--- src/rtl/typepkg.sv ---
// Shared ROM map constants and response bundle for the ROM arbiter.
// Imported by rom_arb_slot and rom_arbiter.
package typepkg;

    localparam int          ROM_BITS      = 12;
    localparam logic [31:0] ROM_BASE_ADDR = 32'h0000_0000;
    localparam logic [31:0] ROM_END_ADDR  = 32'h0000_1000;

    typedef struct packed {
        logic [31:0] data;
        logic        err;
    } rom_rsp_t;

    typedef enum logic {
        SLOT_EMPTY = 1'b0,
        SLOT_FULL  = 1'b1
    } slot_state_t;

    // Word-aligned and inside [ROM_BASE_ADDR, ROM_END_ADDR).
    // Offset form keeps the lower bound meaningful for any base.
    function automatic logic addr_ok(input logic [31:0] addr);
        logic [31:0] off;
        off = addr - ROM_BASE_ADDR;
        return (off < (ROM_END_ADDR - ROM_BASE_ADDR)) &&
               (addr[1:0] == 2'b00);
    endfunction

endpackage

--- src/rtl/rom_arb_slot.sv ---
// Per-port response register with EMPTY/FULL handshake FSM.
// Loads a new response on accept; drains on rsp_valid & rsp_ready.
module rom_arb_slot
    import typepkg::*;
(
    input  logic     clk,
    input  logic     rst_n,
    input  logic     accept,
    input  rom_rsp_t load,
    input  logic     rsp_ready,
    output logic     rsp_valid,
    output rom_rsp_t rsp,
    output logic     free
);

    slot_state_t state_q;
    slot_state_t state_d;

    assign rsp_valid = (state_q == SLOT_FULL);
    assign free      = (state_q == SLOT_EMPTY) | rsp_ready;

    // State register.
    always_ff @(posedge clk or negedge rst_n) begin
        if (!rst_n) begin
            state_q <= SLOT_EMPTY;
        end else begin
            state_q <= state_d;
        end
    end

    // Next state: fill on accept, empty on handshake without refill.
    always_comb begin
        state_d = state_q;
        unique case (state_q)
            SLOT_EMPTY: if (accept) state_d = SLOT_FULL;
            SLOT_FULL: begin
                if (accept)         state_d = SLOT_FULL;
                else if (rsp_ready) state_d = SLOT_EMPTY;
            end
            default: state_d = SLOT_EMPTY;
        endcase
    end

    // Response payload only changes on accept so it holds while stalled.
    always_ff @(posedge clk or negedge rst_n) begin
        if (!rst_n) begin
            rsp <= '0;
        end else if (accept) begin
            rsp <= load;
        end
    end

endmodule

--- src/rtl/rom_arbiter.sv ---
// Two-port (IF/LS) arbiter for the single-port ROM with 1-cycle responses.
// Optional ROM_ARB_STATS_EN adds conflict_cnt and err_cnt outputs.
module rom_arbiter
    import typepkg::*;
#(
    parameter int MAX_STREAK = 4
) (
    input  logic                clk,
    input  logic                rst_n,
    input  logic                if_req_valid,
    output logic                if_req_ready,
    input  logic [31:0]         if_req_addr,
    output logic                if_rsp_valid,
    input  logic                if_rsp_ready,
    output logic [31:0]         if_rsp_data,
    output logic                if_rsp_err,
    input  logic                ls_req_valid,
    output logic                ls_req_ready,
    input  logic [31:0]         ls_req_addr,
    output logic                ls_rsp_valid,
    input  logic                ls_rsp_ready,
    output logic [31:0]         ls_rsp_data,
    output logic                ls_rsp_err,
`ifdef ROM_ARB_STATS_EN
    output logic [31:0]         conflict_cnt,
    output logic [31:0]         err_cnt,
`endif
    output logic [ROM_BITS-3:0] rom_addr,
    input  logic [31:0]         rom_data
);

    localparam logic [3:0] MAX_S = 4'(MAX_STREAK);

    logic                if_free;
    logic                ls_free;
    logic                elig_if;
    logic                elig_ls;
    logic                if_gnt;
    logic                ls_gnt;
    logic                any_gnt;
    logic [31:0]         sel_addr;
    logic                sel_ok;
    logic [3:0]          streak_q;
    logic [3:0]          streak_d;
    logic [ROM_BITS-3:0] addr_q;
    rom_rsp_t            load;
    rom_rsp_t            if_rsp;
    rom_rsp_t            ls_rsp;

    assign elig_if = if_req_valid & if_free;
    assign elig_ls = ls_req_valid & ls_free;

    // Grant: LS preferred until it has starved a pending IF MAX_STREAK times.
    always_comb begin
        if_gnt = elig_if & (~elig_ls | (streak_q == MAX_S));
        ls_gnt = elig_ls & ~if_gnt;
    end

    assign if_req_ready = if_gnt;
    assign ls_req_ready = ls_gnt;
    assign any_gnt      = if_gnt | ls_gnt;
    assign sel_addr     = if_gnt ? if_req_addr : ls_req_addr;
    assign sel_ok       = addr_ok(sel_addr);

    // Streak counter next value: count LS wins over an eligible IF.
    always_comb begin
        streak_d = streak_q;
        if (if_gnt || !if_req_valid) begin
            streak_d = '0;
        end else if (ls_gnt && elig_if && streak_q != MAX_S) begin
            streak_d = streak_q + 4'd1;
        end
    end

    // Streak register.
    always_ff @(posedge clk or negedge rst_n) begin
        if (!rst_n) begin
            streak_q <= '0;
        end else begin
            streak_q <= streak_d;
        end
    end

    assign rom_addr = any_gnt ? sel_addr[ROM_BITS-1:2] : addr_q;

    // Remember the last granted word address so rom_addr holds when idle.
    always_ff @(posedge clk or negedge rst_n) begin
        if (!rst_n) begin
            addr_q <= '0;
        end else if (any_gnt) begin
            addr_q <= sel_addr[ROM_BITS-1:2];
        end
    end

    // Response word for whichever port is granted this cycle.
    always_comb begin
        load.data = sel_ok ? rom_data : 32'h0;
        load.err  = ~sel_ok;
    end

    rom_arb_slot u_if_slot (
        .clk       (clk),
        .rst_n     (rst_n),
        .accept    (if_gnt),
        .load      (load),
        .rsp_ready (if_rsp_ready),
        .rsp_valid (if_rsp_valid),
        .rsp       (if_rsp),
        .free      (if_free)
    );

    rom_arb_slot u_ls_slot (
        .clk       (clk),
        .rst_n     (rst_n),
        .accept    (ls_gnt),
        .load      (load),
        .rsp_ready (ls_rsp_ready),
        .rsp_valid (ls_rsp_valid),
        .rsp       (ls_rsp),
        .free      (ls_free)
    );

    assign if_rsp_data = if_rsp.data;
    assign if_rsp_err  = if_rsp.err;
    assign ls_rsp_data = ls_rsp.data;
    assign ls_rsp_err  = ls_rsp.err;

`ifdef ROM_ARB_STATS_EN
    // Contention and error event counters, free-running with wrap.
    always_ff @(posedge clk or negedge rst_n) begin
        if (!rst_n) begin
            conflict_cnt <= '0;
            err_cnt      <= '0;
        end else begin
            if (if_req_valid && ls_req_valid) begin
                conflict_cnt <= conflict_cnt + 32'd1;
            end
            if (any_gnt && !sel_ok) begin
                err_cnt <= err_cnt + 32'd1;
            end
        end
    end
`endif

endmodule
--- config.mk ---
export PLATFORM = sky130hd
export DESIGN_NAME = rom_arbiter
export DESIGN_NICKNAME = d
export VERILOG_FILES = /design/src/rtl/typepkg.sv /design/src/rtl/rom_arb_slot.sv /design/src/rtl/rom_arbiter.sv
export SDC_FILE = /design/constraint.sdc
export NUM_CORES = 1
export LEC_CHECK = 0
export CORE_ASPECT_RATIO = 2
export CORE_UTILIZATION = 40
export DETAILED_ROUTE_END_ITERATION = 6
export PLACE_DENSITY = 0.8
export SYNTH_ARGS = -nofsm -noshare
export SYNTH_HDL_FRONTEND = slang
export SYNTH_SLANG_ARGS = --single-unit
--- constraint.sdc ---
create_clock -name clk -period 2.3 [get_ports clk]
set_input_delay 0.23 -clock clk [delete_from_list [all_inputs] [get_ports clk]]
set_output_delay 0.23 -clock clk [all_outputs]
set_load 0.005 [all_outputs]
==> results.txt, run 1 <==
----------------------------------------------------
[Floorplan]
  Die ar. ... 9537 sq um
  Starting utilization of the core area ... 0.4079
  DIE HEIGHT ... 137.1 microns
  Area inside the core boundary ... 8951 sq um
  Die X-Extent ... 69.56 microns
  Standard-cell rows ... 49
  Count of boundary I/O pins ... 182

[Timing]
  Number of hold violations in the final report ... 0
  Max-slew violation count ... 0
  Worst rel slew slack ... 0.6232
  RSZ-0062 raised after global routing ... yes
  Final TNS setup ... -1.887 ns
  Worst slack on hold paths ... 0.3982 ns
  F_max ... 391.7 MHz
  Slew at the pin closest to its max-slew limit ... 0.5651 ns
  Post-route fraction of the period consumed by the critical path ... 1.110
  Fin worst setup slack ... -0.2529 ns
  Setup-failing EPs final ... 12
  Shortest period the worst path allows ... 2.553 ns
  Worst setup skew after layout ... 0.009282 ns

[Global routing]
  Number of global-route vias before repair ... 3709
  Remaining global-route overflow ... 0
  First-pass GRT wire length ... 18.79 mm
  GR Util All Layers ... 0.2607
  Number of antenna violations at the first check in global routing ... 0
  Maximum number of pins on one net before global-route repair ... 48

[Synthesis]
  Syn avg cell area ... 11.03 sq um
  Number of library cell types mapped by synthesis ... 37
  Cell area after synthesis ... 3651 sq um
  Register bit total from synthesis ... 82
  EDFF count, synth ... 0
  Fraction of the yosys area taken by sequential cells ... 0.5620
  Number of warnings reported in the yosys synthesis log ... 0
  Async SR Flop Fraction ... 1.000
  Primary flip-flop cell chosen by synthesis mapping ... dfrtp_1
  Net count of the mapped netlist ... 435
  Post-synthesis instance total ... 331

[Routing]
  Via total after detailed routing ... 3527
  Routed wirelength normalized by instance count ... 18.80 microns
  Iteration count of the initial detailed-routing pass ... 5
  DR DRC count ... 0
  Via count normalized by instance count ... 5.410
  Post-detailed-routing wire length ... 12.26 mm
  Initial DRC count ... 304
  DRT antenna net count ... 0

[Setup path]
  Reg-to-reg critical path startpoint ... streak_q[0]$_DFFE_PN0P_
  Worst path slowest cell ... clkdlybuf4s50_1
  Classification of the worst setup path ... flip-flop to primary output
  Cells along the critical path ... inv_2, ha_4, nand3b_1, o311ai_4, inv_4, buf_6, buf_6, clkdlybuf4s50_1
  Slowest Stage Delay on Critical Path ... 0.47 ns
  Data required time at the worst endpoint ... 2.07 ns
  Critical Path End Type ... primary output
  Critical Path Most Common Cell ... buf_6
  Largest fanout on the critical path ... 34
  Critical Path Start Type ... flip-flop
  Critical Path Start ... streak_q[0]$_DFFE_PN0P_
  Critical Path AT ... 2.32 ns

[Power and ir drop]
  Power share of the sequential group ... 0.427
  IR Drop Worst-Case VDD ... 0.4443 mV
  Power Density ... 567.1 nW/um^2
  Switching Power ... 0.8527 mW
  Clock power share ... 0.402
  Switching power share of the total ... 0.2449
  P_int ... 2.630 mW
  Combinational share of power ... 0.171
  Leakage Power ... 2.578 nW
  Overall power consumption ... 3.482 mW

[Clock network]
  Clock-pin slew on the worst setup and hold paths ... 0.06 ns
  Clk_lat worst skew ... 0.34 ns
  H-Tree Level Count ... 3
  CTS tree ... yes
  Root buffer cell ... clkbuf_16
  TritonCTS buffer count ... 9
  Clock net sink count ... 82
  Buffer depth of the longest clock path ... 2

[Placed design]
  Half-perimeter wire length after placement ... 8.177 mm
  RePlAce Congestion ... 0.8502
  Port Buffers ... 181

[Cells and area]
  Leading cell types in the layout, fill and taps excluded ... clkdlybuf4s50_1 (169), nand2_1 (101), dfrtp_1 (82)
  Syn-to-layout area delta ... 68.20%
  Most common library cell in the layout ignoring fill and taps ... clkdlybuf4s50_1
  Share of layout cells above drive strength 1 ... 0.2073
  Ant diodes ... 0
  Nets ... 650

[Status]
  Violations in the final reports ... setup timing
  Outcome ... complete, but fails checks

[Worst hold path]
  Worst Hold Class ... input port to asynchronous set/reset pin

[Run]
  Count of maximum capacitance violations ... 0

----------------------------------------------------
[per-layer routing]
layer | routed length (microns) | track usage | vias up
met5 | 0 | 0 | -
met4 | 540 | 0.1882 | 0
met3 | 615 | 0.03608 | 41
met2 | 6895 | 0.4752 | 173
met1 | 4204 | 0.2696 | 1725
li1 | - | - | 1588
[synth_stat cells, drive strengths merged (2+ instances only)]
library cell / count / area [sq um]
a21oi: 2 / 10.01
a222oi: 10 / 100.1
buf: 6 / 80.07
clkbuf: 15 / 58.81
dfrtp: 82 / 2052
ha: 2 / 25.02
inv: 14 / 52.55
mux2: 2 / 22.52
nand2: 101 / 379.1
nand2b: 2 / 12.51
nand3: 3 / 20.02
nand4: 2 / 12.51
nor4: 8 / 50.05
o21ai: 33 / 165.2
o2bb2ai: 32 / 468.0
or4: 5 / 41.29
[metrics by stage]
stage	setup WS [ns]	util	area (sq um)	instances
after floorplan	0.2841	-	3651	331
after global placement	-0.3568	0.6279	5620	609
after detailed placement	-0.4611	0.6279	5620	609
after CTS	-0.2588	0.6802	6088	647
after global routing	-0.3213	0.6861	6141	652
final	-0.2529	0.6861	6141	652
[logic make-up (layout without fill, tap and decap cells)]
family / Yosys count / count (layout) / share of synthesized area
DFF: 82 / 82 / 0.5620
muxes: 2 / 2 / 0.006168
buffers and inverters: 36 / 255 / 0.05346
AOI/OAI and AO/OA: 81 / 81 / 0.2163
adders and majority gates: 2 / 2 / 0.006853
and+or+nand+nor: 128 / 128 / 0.1552
[final cells by class]
type	count	area (sq um)
fill	647	2810
inverter	15	63.81
timing repair inverter	1	5.005
tap	102	127.6
clock buffer	10	229.0
clock inverter	5	56.30
timing repair buffer	224	2165
multi-input combinational	213	1443
sequential	82	2052
[worst max-delay path: cells and delay by family (launching register included)]
kind / cells / cell delay (ns)
compound gates: 1 / 0.33
fa+ha+maj: 1 / 0.13
flops: 1 / 0.39
simple gates: 1 / 0.17
buf+inv: 5 / 0.95
[path summary, 6_finish.rpt]
kind	endpoint	slack [ns]	cells past startpoint
worst max-delay path	ls_req_ready	-0.25	8
worst min-delay path	u_if_slot.rsp[27]$_DFFE_PN0N_	0.40	2
worst max register to register	addr_q[6]$_DFF_PN0_	-0.22	14
worst min register to register	u_ls_slot.rsp[26]$_DFFE_PN0P_	0.48	2
max in group asynchronous	streak_q[1]$_DFFE_PN0P_	1.27	3
min in group clk	u_ls_slot.rsp[5]$_DFFE_PN0P_	0.47	3
[power by group through the flow]
stage	Combinational, mW	Clock (mW)	Sequential, mW
after floorplan	0.166	0	1.51
after global placement	0.505	0	1.51
after detailed placement	0.522	0	1.51
after CTS	0.570	1.42	1.48
after global routing	0.636	1.48	1.49
final	0.596	1.40	1.49
[sequential cells by signal (all words and copies together) (netlist names)]
register             flops
addr_q                  10
u_ls_slot.rsp           33
streak_q                 4
u_if_slot.rsp           33
u_ls_slot.rsp_valid      1
u_if_slot.rsp_valid      1
[repair_timing]
item                                   4_1_cts  5_1_grt
pin swaps                                   10       11
hold buffers                                 1        0
gates resized for setup                     52       10
buffers inserted                            21        6
endpoints found under the hold margin       35        0
gates cloned                                 1        0
setup endpoints to repair                   12       12
Note: power is estimated with default switching activity, not from simulation.
==> run 2, diff against run 1 <==
--- a/config.mk
+++ b/config.mk
@@ -8,7 +8,8 @@
 export CORE_ASPECT_RATIO = 2
 export CORE_UTILIZATION = 40
 export DETAILED_ROUTE_END_ITERATION = 6
-export PLACE_DENSITY = 0.8
+export PLACE_DENSITY = 0.79
 export SYNTH_ARGS = -nofsm -noshare
 export SYNTH_HDL_FRONTEND = slang
 export SYNTH_SLANG_ARGS = --single-unit
+export TNS_END_PERCENT = 1
==> constraint.sdc (replaced) <==
create_clock -name clk -period 2.4 [get_ports clk]
set_input_delay 0.24 -clock clk [delete_from_list [all_inputs] [get_ports clk]]
set_output_delay 0.24 -clock clk [all_outputs]
set_load 0.005 [all_outputs]
==> run 2 against run 1 <==
- design area fell by 0.26%
- final cell count shrank 1.5%
- first-iteration DRC count down 12%
- worst hold slack improved by 0.026 ns
- largest cell class unchanged
- combinational power shrank 10%
- the flow still finishes with violations (setup timing)
- critical path type unchanged
- die area is the same
- non-clock buffer count decreased by 10
- core utilization down 0.18 points
==> results.txt, run 2 (synthesized netlist as in run 1, its figures left out) <==
----------------------------------------------------
[Clock network]
  H-Tree Level Count ... 3
  TritonCTS buffer count ... 9
  CTS tree ... yes
  Root buffer cell ... clkbuf_16
  Clock net sink count ... 82
  Clock-pin slew on the worst setup and hold paths ... 0.06 ns
  Clk_lat worst skew ... 0.34 ns
  Buffer depth of the longest clock path ... 2

[Placed design]
  Port Buffers ... 181
  Half-perimeter wire length after placement ... 8.242 mm
  RePlAce Congestion ... 0.8283
  Worst slack at placement ... -0.2736 ns

[Timing]
  Post-route fraction of the period consumed by the critical path ... 1.024
  Worst rel slew slack ... 0.6136
  Max-slew violation count ... 0
  Shortest period the worst path allows ... 2.457 ns
  Worst slack on hold paths ... 0.4245 ns
  Worst setup skew after layout ... 0.005448 ns
  RSZ-0062 raised after global routing ... yes
  Setup-failing EPs final ... 6
  Slew at the pin closest to its max-slew limit ... 0.5796 ns
  Number of hold violations in the final report ... 0
  F_max ... 406.9 MHz
  Fin worst setup slack ... -0.05738 ns

[Setup path]
  Data required time at the worst endpoint ... 2.16 ns
  Critical Path Start Type ... flip-flop
  Critical Path AT ... 2.22 ns
  Critical Path End Type ... primary output
  Largest fanout on the critical path ... 6
  Classification of the worst setup path ... flip-flop to primary output
  Critical Path Start ... streak_q[1]$_DFFE_PN0P_
  Reg-to-reg critical path startpoint ... streak_q[1]$_DFFE_PN0P_

[Cells and area]
  Area of the multi-input gates ... 1428 sq um
  Share of layout cells above drive strength 1 ... 0.1944
  Filler cells ... 687
  Most common library cell in the layout ignoring fill and taps ... clkdlybuf4s50_1
  Leading cell types in the layout, fill and taps excluded ... clkdlybuf4s50_1 (168), nand2_1 (101), dfrtp_1 (82)
  Biggest regs ... u_if_slot.rsp (33), u_ls_slot.rsp (33), addr_q (10)
  Sequential cell area ... 2052 sq um
  Ant diodes ... 0
  Nets ... 639
  Post-layout util ... 0.6842
  Syn-to-layout area delta ... 67.75%

[Routing]
  Routed wirelength normalized by instance count ... 18.65 microns
  DRT antenna net count ... 0
  Iteration count of the initial detailed-routing pass ... 5
  Post-detailed-routing wire length ... 11.97 mm
  DR DRC count ... 0
  Via total after detailed routing ... 3477
  Via count normalized by instance count ... 5.416
  Initial DRC count ... 269

[Worst hold path]
  Worst Hold Class ... input port to asynchronous set/reset pin

[Global routing]
  First-pass GRT wire length ... 17.98 mm
  Maximum number of pins on one net before global-route repair ... 46
  Remaining global-route overflow ... 0
  Number of antenna violations at the first check in global routing ... 0
  GR Util All Layers ... 0.2455
  Number of global-route vias before repair ... 3736

[Floorplan]
  Starting utilization of the core area ... 0.4079
  DIE HEIGHT ... 137.1 microns
  Die X-Extent ... 69.56 microns
  Count of boundary I/O pins ... 182
  Standard-cell rows ... 49
  Area inside the core boundary ... 8951 sq um
  Die ar. ... 9537 sq um

[Power and ir drop]
  Leakage Power ... 2.567 nW
  IR Drop Worst-Case VDD ... 0.3570 mV
  Power Density ... 582.8 nW/um^2

[Run]
  Count of maximum capacitance violations ... 0

[Status]
  Outcome ... complete, but fails checks
  Violations in the final reports ... setup timing

----------------------------------------------------
[run 2: cell count changes in the layout (fill, tap and decap cells not counted), moves of 2 or more]
cell       previous run  this run
bufinv_16             1         3
clkinv_2              3         0
buf_4                32        25
buf_6                 6         1
buf_2                 8         1
nand3_2               0         2
clkbuf_2              3        10
nand3_4               2         0
[run 2: layer usage]
layer / global-route usage / vias to the layer above / wire length, microns / share of wire
met4: 0.1542 / 0 / 520 / 0.043
met3: 0.05523 / 38 / 532 / 0.044
met5: 0 / - / 0 / 0
met2: 0.4552 / 141 / 6699 / 0.56
met1: 0.2427 / 1726 / 4221 / 0.35
li1: - / 1572 / - / -
[run 2: final timing paths]
path | end | slack [ns] | depth (start not counted)
worst max-delay path | rom_addr[7] | -0.06 | 9
worst min-delay path | u_if_slot.rsp[21]$_DFFE_PN0N_ | 0.42 | 2
worst max register to register | streak_q[2]$_DFFE_PN0P_ | 0.40 | 8
worst min register to register | u_ls_slot.rsp[27]$_DFFE_PN0P_ | 0.48 | 2
max in group asynchronous | u_if_slot.rsp[5]$_DFFE_PN0N_ | 1.34 | 3
min in group clk | u_ls_slot.rsp[8]$_DFFE_PN0P_ | 0.47 | 3
[run 2: metrics by stage]
stage / total power [mW] / instance area [sq um] / std cells / setup TNS [ns]
6_report: 3.569 / 6125 / 642 / -0.1953
5_1_grt: 3.687 / 6125 / 642 / -1.356
4_1_cts: 3.561 / 6013 / 630 / -2.598
3_5_place_dp: 1.943 / 5630 / 612 / -2.689
3_3_place_gp: 1.928 / 5630 / 612 / -2.591
2_1_floorplan: 1.606 / 3651 / 331 / 0
[run 2: critical path: stages (launching register included)]
cell and delay [ns]:
dfrtp_1 0.40, inv_2 0.08, ha_4 0.12, nand3b_1 0.14, o311ai_4 0.37, inv_4 0.10, buf_12 0.14, a222oi_1 0.28
inv_1 0.11, clkbuf_2 0.13
[run 2: layout make-up]
| class | instances | area share |
|---|---|---|
| clock buffers | 10 | 0.03902 |
| clock inverters | 6 | 0.01859 |
| inverters | 15 | 0.01001 |
| multi-input cells | 213 | 0.2331 |
| flip-flops and latches | 82 | 0.3350 |
| well taps | 102 | 0.02084 |
| repair buffers | 214 | 0.3434 |
[run 2: report_power, final]
part | total, mW | internal (mW) | switching (mW) | leakage (nW)
Sequential | 1.43 | 1.41 | 0.0128 | 1.11
Clock | 1.61 | 1.05 | 0.564 | 0.165
Combinational | 0.534 | 0.286 | 0.248 | 1.29
Total | 3.57 | 2.74 | 0.825 | 2.57
[run 2: what timing repair did]
action	CTS	global route
endpoints found under the hold margin	37	0
hold buffers	1	0
gates cloned	0	1
gates resized for setup	6	36
pin swaps	2	12
setup endpoints to repair	12	11
setup buffers	1	11
